### config.mk
export PLATFORM = sky130hd
export DESIGN_NAME = seven_seg_scan
export DESIGN_NICKNAME = d
export VERILOG_FILES = /design/src/rtl/seven_seg_pkg.sv /design/src/rtl/seg_glyph_rom.sv /design/src/rtl/seven_seg_scan.sv
export SDC_FILE = /design/constraint.sdc
export NUM_CORES = 1
export LEC_CHECK = 0
export BUFFER_PORTS_ARGS = -buffer_cell sky130_fd_sc_hd__buf_4
export CORE_MARGIN = 1
export CORE_UTILIZATION = 60
export DETAILED_ROUTE_END_ITERATION = 6
export PLACE_DENSITY_LB_ADDON = 0.1
export SYNTH_ARGS = -nofsm -noshare
export SYNTH_HDL_FRONTEND = slang
export SYNTH_HIERARCHICAL = 1
export SYNTH_SLANG_ARGS = --single-unit
### constraint.sdc
create_clock -name clk -period 7.2 [get_ports clk]
set_input_delay 1.44 -clock clk [delete_from_list [all_inputs] [get_ports clk]]
set_output_delay 1.44 -clock clk [all_outputs]
set_load 0.03 [all_outputs]
### src/rtl/seven_seg_pkg.sv
// seven_seg_pkg: glyph codes and nibble-to-segment encoder for the 7-seg scanner
package seven_seg_pkg;
    localparam logic [6:0] SEG_0 = 7'b1000000;
    localparam logic [6:0] SEG_1 = 7'b1111001;
    localparam logic [6:0] SEG_2 = 7'b0100100;
    localparam logic [6:0] SEG_3 = 7'b0110000;
    localparam logic [6:0] SEG_4 = 7'b0011001;
    localparam logic [6:0] SEG_5 = 7'b0010010;
    localparam logic [6:0] SEG_6 = 7'b0000010;
    localparam logic [6:0] SEG_7 = 7'b1011000;
    localparam logic [6:0] SEG_8 = 7'b0000000;
    localparam logic [6:0] SEG_9 = 7'b0010000;
    localparam logic [6:0] SEG_BLANK = 7'b1111111;
    localparam logic [6:0] SEG_A = SEG_BLANK;
    localparam logic [6:0] SEG_B = 7'b0111111;
    localparam logic [6:0] SEG_C = 7'b0001001;
    localparam logic [6:0] SEG_D = 7'b1000111;
    localparam logic [6:0] SEG_E = 7'b0000110;
    localparam logic [6:0] SEG_F = 7'b0001100;
    localparam logic [6:0] SEG_ERR = 7'b1110011;

    function automatic logic [6:0] seg_encode(input logic [3:0] nibble);
        case (nibble)
            4'h0: return SEG_0;
            4'h1: return SEG_1;
            4'h2: return SEG_2;
            4'h3: return SEG_3;
            4'h4: return SEG_4;
            4'h5: return SEG_5;
            4'h6: return SEG_6;
            4'h7: return SEG_7;
            4'h8: return SEG_8;
            4'h9: return SEG_9;
            4'hA: return SEG_A;
            4'hB: return SEG_B;
            4'hC: return SEG_C;
            4'hD: return SEG_D;
            4'hE: return SEG_E;
            4'hF: return SEG_F;
            default: return SEG_ERR;
        endcase
    endfunction
endpackage

### src/rtl/seg_glyph_rom.sv
// seg_glyph_rom: combinational nibble-to-segment decoder
module seg_glyph_rom
    import seven_seg_pkg::*;
(
    input  logic [3:0] nibble,
    output logic [6:0] seg
);
    always_comb seg = seg_encode(nibble);
endmodule

### src/rtl/seven_seg_scan.sv
// seven_seg_scan: time-multiplexed N-digit 7-seg driver with LZ suppression, blink and ghost guard
module seven_seg_scan
    import seven_seg_pkg::*;
#(
    parameter int NUM_DIGITS   = 4,
    parameter int REFRESH_DIV  = 50000,
    parameter int BLINK_FRAMES = 64
) (
    input  logic                      clk,
    input  logic                      rst,
    input  logic [4*NUM_DIGITS-1:0]   value,
    input  logic                      load,
    input  logic                      lz_en,
    input  logic [NUM_DIGITS-1:0]     blink_mask,
    output logic [NUM_DIGITS-1:0]     an,
    output logic [6:0]                seg,
    output logic                      frame_start
);
    localparam int DW = 4 * NUM_DIGITS;
    localparam int PW = $clog2(REFRESH_DIV);
    localparam int IW = $clog2(NUM_DIGITS);
    localparam int FW = BLINK_FRAMES > 1 ? $clog2(BLINK_FRAMES) : 1;
    localparam logic [PW-1:0] P_LAST = PW'(REFRESH_DIV - 1);
    localparam logic [IW-1:0] I_LAST = IW'(NUM_DIGITS - 1);
    localparam logic [FW-1:0] F_LAST = FW'(BLINK_FRAMES - 1);

    logic [PW-1:0]         presc;
    logic [IW-1:0]         idx;
    logic [FW-1:0]         fcnt;
    logic                  blink_on;
    logic [DW-1:0]         disp_reg, pend_reg, disp_n;
    logic                  pend_vld, blink_n, tc, blank;
    logic [NUM_DIGITS-1:0] lz, an_n;
    logic [3:0]            nib;
    logic [6:0]            glyph, seg_n;

    // The registered frame_start cycle is the ghost slot of digit 0, so the
    // display word is swapped there and digit 0 is first lit with fresh data.
    always_comb begin
        tc      = presc == P_LAST;
        disp_n  = frame_start ? (load ? value : (pend_vld ? pend_reg : disp_reg)) : disp_reg;
        blink_n = (frame_start && fcnt == F_LAST) ? ~blink_on : blink_on;
        nib     = disp_n[{idx, 2'b00} +: 4];
        blank   = presc == '0 || (!blink_n && blink_mask[idx]) || lz[idx];
        an_n    = presc == '0 ? '1 : ~(NUM_DIGITS'(1) << idx);
        seg_n   = blank ? SEG_BLANK : glyph;
    end

    for (genvar k = 0; k < NUM_DIGITS; k++) begin : g_lz
        assign lz[k] = (k != 0) && lz_en && (disp_n[DW-1:4*k] == '0);
    end

    seg_glyph_rom u_rom (.nibble(nib), .seg(glyph));

    always_ff @(posedge clk or posedge rst) begin
        if (rst) begin
            presc       <= '0;
            idx         <= '0;
            fcnt        <= '0;
            blink_on    <= 1'b1;
            disp_reg    <= '0;
            pend_reg    <= '0;
            pend_vld    <= 1'b0;
            an          <= '1;
            seg         <= SEG_BLANK;
            frame_start <= 1'b0;
        end else begin
            presc       <= tc ? '0 : presc + PW'(1);
            if (tc) idx <= idx == I_LAST ? '0 : idx + IW'(1);
            if (frame_start) fcnt <= fcnt == F_LAST ? '0 : fcnt + FW'(1);
            blink_on    <= blink_n;
            disp_reg    <= disp_n;
            if (load && !frame_start) begin
                pend_reg <= value;
                pend_vld <= 1'b1;
            end else if (frame_start) begin
                pend_vld <= 1'b0;
            end
            an          <= an_n;
            seg         <= seg_n;
            frame_start <= presc == '0 && idx == '0;
        end
    end
endmodule

======== Word-level counts from Yosys, hierarchy flattened ========
Memory sizes are Yosys's and may differ from the RTL's.
Cells that the tools add are included.
word-level totals
  register bits ........................... 70
  memory bits (read-only) ................. 112
  bits of input ports ..................... 24
  output and inout bits ................... 12
  logic and storage cells ................. 54
  memories ................................ 1
operators by class
  add/subtract/negate cells ............... 3
  order comparisons ....................... 1
  eq/ne operators ......................... 3
  shift operators ......................... 2
  multiplexer cells ....................... 15
  bitwise gates (word level) .............. 2
  reduce and logical (&&, ||, !) cells .... 17
memory list
  name             depth  width  read ports  clocked after Yosys merged registers in  wr ports  line                 text
  (no name shown)  16     7      1           0                                        0         seven_seg_pkg.sv:23  case (nibble)
operator list
  operator                                                    count
  two-way mux 16 bit                                          4
  adder 16 x 1 -> 16 bit, second input constant               1
  == test 16 bit, second input constant                       1
  zero test 16 bit                                            1
  indexed part select 16 x 5 -> 4 bit                         1
  zero test 12 bit                                            1
  zero test 8 bit                                             1
  logical AND 1 bit                                           7
  two-way mux 7 bit                                           1
  adder 6 x 1 -> 6 bit, second input constant                 1
  == test 6 bit, second input constant                        1
  two-way mux 6 bit                                           1
  two-way mux 1 bit                                           5
  binary-select mux 1 bit (select 2 bit)                      2
  zero test 4 bit                                             1
  two-way mux 4 bit                                           1
  NOT 4 bit                                                   1
  << shifter 1 x 2 -> 4 bit, first input constant             1
  less-than comparator 2 x 3 -> 1 bit, second input constant  1
  adder 2 x 1 -> 2 bit, second input constant                 1
  == test 2 bit, second input constant                        1
  zero test 1 bit                                             2
  zero test 2 bit                                             1
  logical OR 1 bit                                            2
  other kinds (3)                                             3

======== Depth between registers and ports, before layout ========
  depth after elaboration ................. 9
  gate-level depth with buffers ........... 13
  depth with buffers taken out ............ 10

======== Modules after synthesis ========
Netlist, hierarchy kept.
by module, submodules not included
  module          times used  cells an instance  area an instance (sq um)  sequential area each (sq um)
  seven_seg_scan  1           293                3270.6                    1766.7
  seg_glyph_rom   1           30                 251.5                     0.0

======== Worst setup path after synthesis ========
No wires, ideal clock.
  kind .................................... input -> register
  from .................................... input load
  to ...................................... register seg[6]
  arrival time ............................ 3.493 ns
  data required time ...................... 7.114 ns
  slack ................................... 3.620 ns
  stages on the path ...................... 9
  buffers on the path ..................... 1
  cell sequence ........................... or2_4 > buf_6 > a21oi_1 > nor3_1 > mux4_2 > ha_1 > mux4_2 > nor3_1 > o31ai_1
between the ends
  elaborated cells on any way between the ends .. 14
  classes of those cells .................. shift (1); mux (5); reduce/logical (7); memory (1)
RTL lines
  what                                 line                  text
  start, declared                      seven_seg_scan.sv:12  input logic load,
  two-way mux 16 bit (2 in a row)      seven_seg_scan.sv:41  disp_n = frame_start ? (load ? value : (pend_vld ? pend_reg : disp_reg)) : disp_reg;
  via disp_n[4]                        seven_seg_scan.sv:31  logic [DW-1:0] disp_reg, pend_reg, disp_n;
  indexed part select 16 x 5 -> 4 bit  seven_seg_scan.sv:43  nib = disp_n[{idx, 2'b00} +: 4];
  via nib[0]                           seven_seg_scan.sv:34  logic [3:0] nib;
  memory read (16 x 7 bit)             n/a
  via glyph[6]                         seven_seg_scan.sv:35  logic [6:0] glyph, seg_n;
  two-way mux 7 bit                    seven_seg_scan.sv:46  seg_n = blank ? SEG_BLANK : glyph;
  via seg_n[6]                         seven_seg_scan.sv:35
  end signal, assigned                 seven_seg_scan.sv:80  seg <= seg_n;
  end, declared                        seven_seg_scan.sv:16  output logic [6:0] seg,
The timed path passes the listed nets, and every way through them passes these cells. The select of a mux whose other input is x is not followed.
A chain may end at the register's enable or synchronous reset.

======== Final worst setup path ========
Ends and elaborated chain as after synthesis.

==> summary.txt <==
Synthesis
  • Synth Flop Type: dfrtp_1
  • Post-Syn Instances: 323
  • Top-area cell type share of the netlist area: 41.2%
  • Post-synthesis register bit count: 70
  • Post-synth top cells: dfrtp_1, nor2_1, nand2_1
  • Net Count, Synth: 361
  • Post-synth EDFFs: 0
  • Synth area leader: dfrtp_1
  • Yosys warning count: 6
  • Count leader, synth: dfrtp_1
  • Cell Area, Synth: 3520 sq um
  • Sequential element share of the synthesized area: 50.2%
  • Mapped Avg Cell Area: 10.9 sq um
  • Synth cell types: 43
  • Ys async rst share: 100%
  • Area contributors post-synth: dfrtp_1, dfstp_2, mux2_2

Cells and area
  • Nets: 394
  • Number of diodes: 0
  • Util after Layout: 71.4%
  • Layout area overhead: 13.0%
  • Share of post-route cells with drive strength above 1: 25.2%

Timing
  • # setup viols final: 0
  • Worst Clk Skew: 0.00843 ns
  • Crit path time final: 3.78 ns
  • Setup repair after global routing missed its margin: no
  • FMAX: 265 MHz
  • Period Utilization, post-route: 52.5%
  • Slew @ Worst Pin: 0.857 ns
  • Setup TNS: 0 ns
  • Fin. max-slew vios: 0
  • Final Hold Fails: 0
  • Worst slew margin: 42.9%

Clock tree
  • Clock-pin slew on the worst setup and hold paths: 0.07 ns
  • Hold Buf Count CTS: 0
  • Clk_lat worst skew: 0.34 ns
  • CTS tree: yes
  • CTS H-Tree Depth: 3
  • Root buffer cell: clkbuf_8
  • Clock tree buffer depth: 2
  • Total CTS buffers: 9
  • Buffer count from post-CTS setup fixing: 0
  • PostCTS Resize Cnt: 0
  • Clk sinks: 70

Power
  • Pwr Density: 209 nW/um^2
  • Total Power: 0.833 mW
  • Static Leak: 1.78 nW
  • Peak VDD IR: 0.134 mV

Floorplan
  • Number of placed I/O pins: 36
  • Starting density of the core: 63.2%
  • Die H: 78.6 microns
  • Row Count: 27
  • Core area: 5570 sq um
  • Die area: 6180 sq um
  • Die X: 78.6 microns

GRT
  • Initial antenna violation count: 0
  • Vias in the first global route: 2451
  • All-Layer GR Usage: 26.1%
  • GR Overflow Total: 0
  • Pin count of the biggest net entering global routing: 71
  • First-pass GRT wire length: 12200 microns

Route
  • DRT iter0 DRCs: 203
  • DR pass1 iterations: 4
  • Routed wire length: 7090 microns
  • DRC: 0
  • Via density per instance: 5.91
  • DR WL/cell: 16.4 microns
  • Post-route ant nets: 0
  • Via count: 2559

Placement
  • Port bufs: 35
  • Hpwl dp: 4730 microns
  • RD Place Congestion: 0.797

Outcome
  • Outcome: finished clean

Setup path
  • Critical path data required time: 7.46 ns
  • CP Class: primary input to register
  • CP max FO: 16
  • Critical Path Sink Type: register
  • CP Launch Type: primary input
  • Worst path arrival time: 4.04 ns

Run
  • Max cap viols: 0

Worst hold path
  • Hold WC Path Type: register to register
## critical path: stages
cell      delay, ns
buf_4          0.13
nand2_1        0.42
nor2_1         0.08
a211oi_1       0.40
mux4_2         0.44
inv_1          0.13
ha_1           0.23
mux4_2         0.47
nor3_1         0.20
o31ai_1        0.09
## layout by cell type, fill, tap and decap left out, types with 4 or more instances in the layout
| master | Yosys | layout |
|---|---|---|
| ha_1 | 14 | 14 |
| dfstp_2 | 12 | 12 |
| nand2_1 | 20 | 20 |
| nand3_1 | 7 | 7 |
| mux2_2 | 16 | 16 |
| clkbuf_8 | 0 | 9 |
| nor2b_1 | 5 | 5 |
| nand4_1 | 7 | 7 |
| buf_4 | 1 | 38 |
| and3b_1 | 8 | 8 |
| dfrtp_1 | 58 | 58 |
| xor2_1 | 8 | 8 |
| nor2_1 | 28 | 28 |
| inv_1 | 13 | 12 |
| o22ai_1 | 8 | 8 |
| mux4_2 | 6 | 6 |
| xnor2_1 | 9 | 9 |
| o21ai_0 | 8 | 8 |
| mux2i_1 | 4 | 4 |
| and2_1 | 4 | 4 |
| clkinv_2 | 0 | 4 |
| o31ai_1 | 12 | 12 |
| a21oi_1 | 16 | 16 |
| nor3_1 | 18 | 18 |
## cell type report
class	count	area [sq um]
clock buffer	12	156
clock inverter	4	20.0
sequential	70	1770
multi-input combinational	224	1610
timing repair buffer	38	285
inverter	13	48.8
fill	432	1590
tap	72	90.1
## cell families (layout without fill, tap and decap cells)
kind of cell	count (synthesis)	count (layout)	synth area share [%]
and+or+nand+nor	115	115	17.1
DFF	70	70	50.2
AOI/OAI and AO/OA	52	52	9.38
buffers and inverters	29	67	4.05
muxes	26	26	10.1
xor gates and xnor gates	17	17	4.23
adders and majority gates	14	14	4.97
## stage by stage
stage / hold WS, ns / cells / cell area (sq um) / setup WS [ns]
after global placement: 0.464 / 417 / 3800 / 3.31
after floorplan: 0.445 / 323 / 3520 / 3.62
after CTS: 0.486 / 433 / 3980 / 3.48
after global routing: 0.512 / 433 / 3980 / 3.22
after detailed placement: 0.471 / 417 / 3800 / 3.15
final: 0.494 / 433 / 3980 / 3.42
## final timing paths
path	cells past startpoint	endpoint	from	slack, ns
setup / recovery	10	seg[6]	load	3.42
max in group asynchronous	3	presc[11]	rst	5.29
hold / removal	1	fcnt[5]	fcnt[5]	0.49
min in group asynchronous	3	pend_reg[8]	rst	1.36
setup reg to reg	10	seg[6]	frame_start	3.97
hold reg to reg	1	fcnt[5]	fcnt[5]	0.49
## layer usage
layer  part of all wire, %  up-vias  global-route usage [%]
li1                      -     1212                       -
met1                    47     1293                    36.2
met2                    48       48                    40.7
met3                   4.2        6                    5.47
met4                   1.2        0                    9.07
met5                     0        -                       0
## power breakdown
| part | switching, mW | total (mW) | internal, mW | leakage [nW] |
|---|---|---|---|---|
| logic | 0.0647 | 0.116 | 0.0517 | 0.842 |
| registers | 0.00980 | 0.432 | 0.422 | 0.844 |
| clock network | 0.141 | 0.285 | 0.144 | 0.0950 |
| total | 0.216 | 0.833 | 0.618 | 1.78 |
No activity file was read; power rests on OpenSTA's default activity.
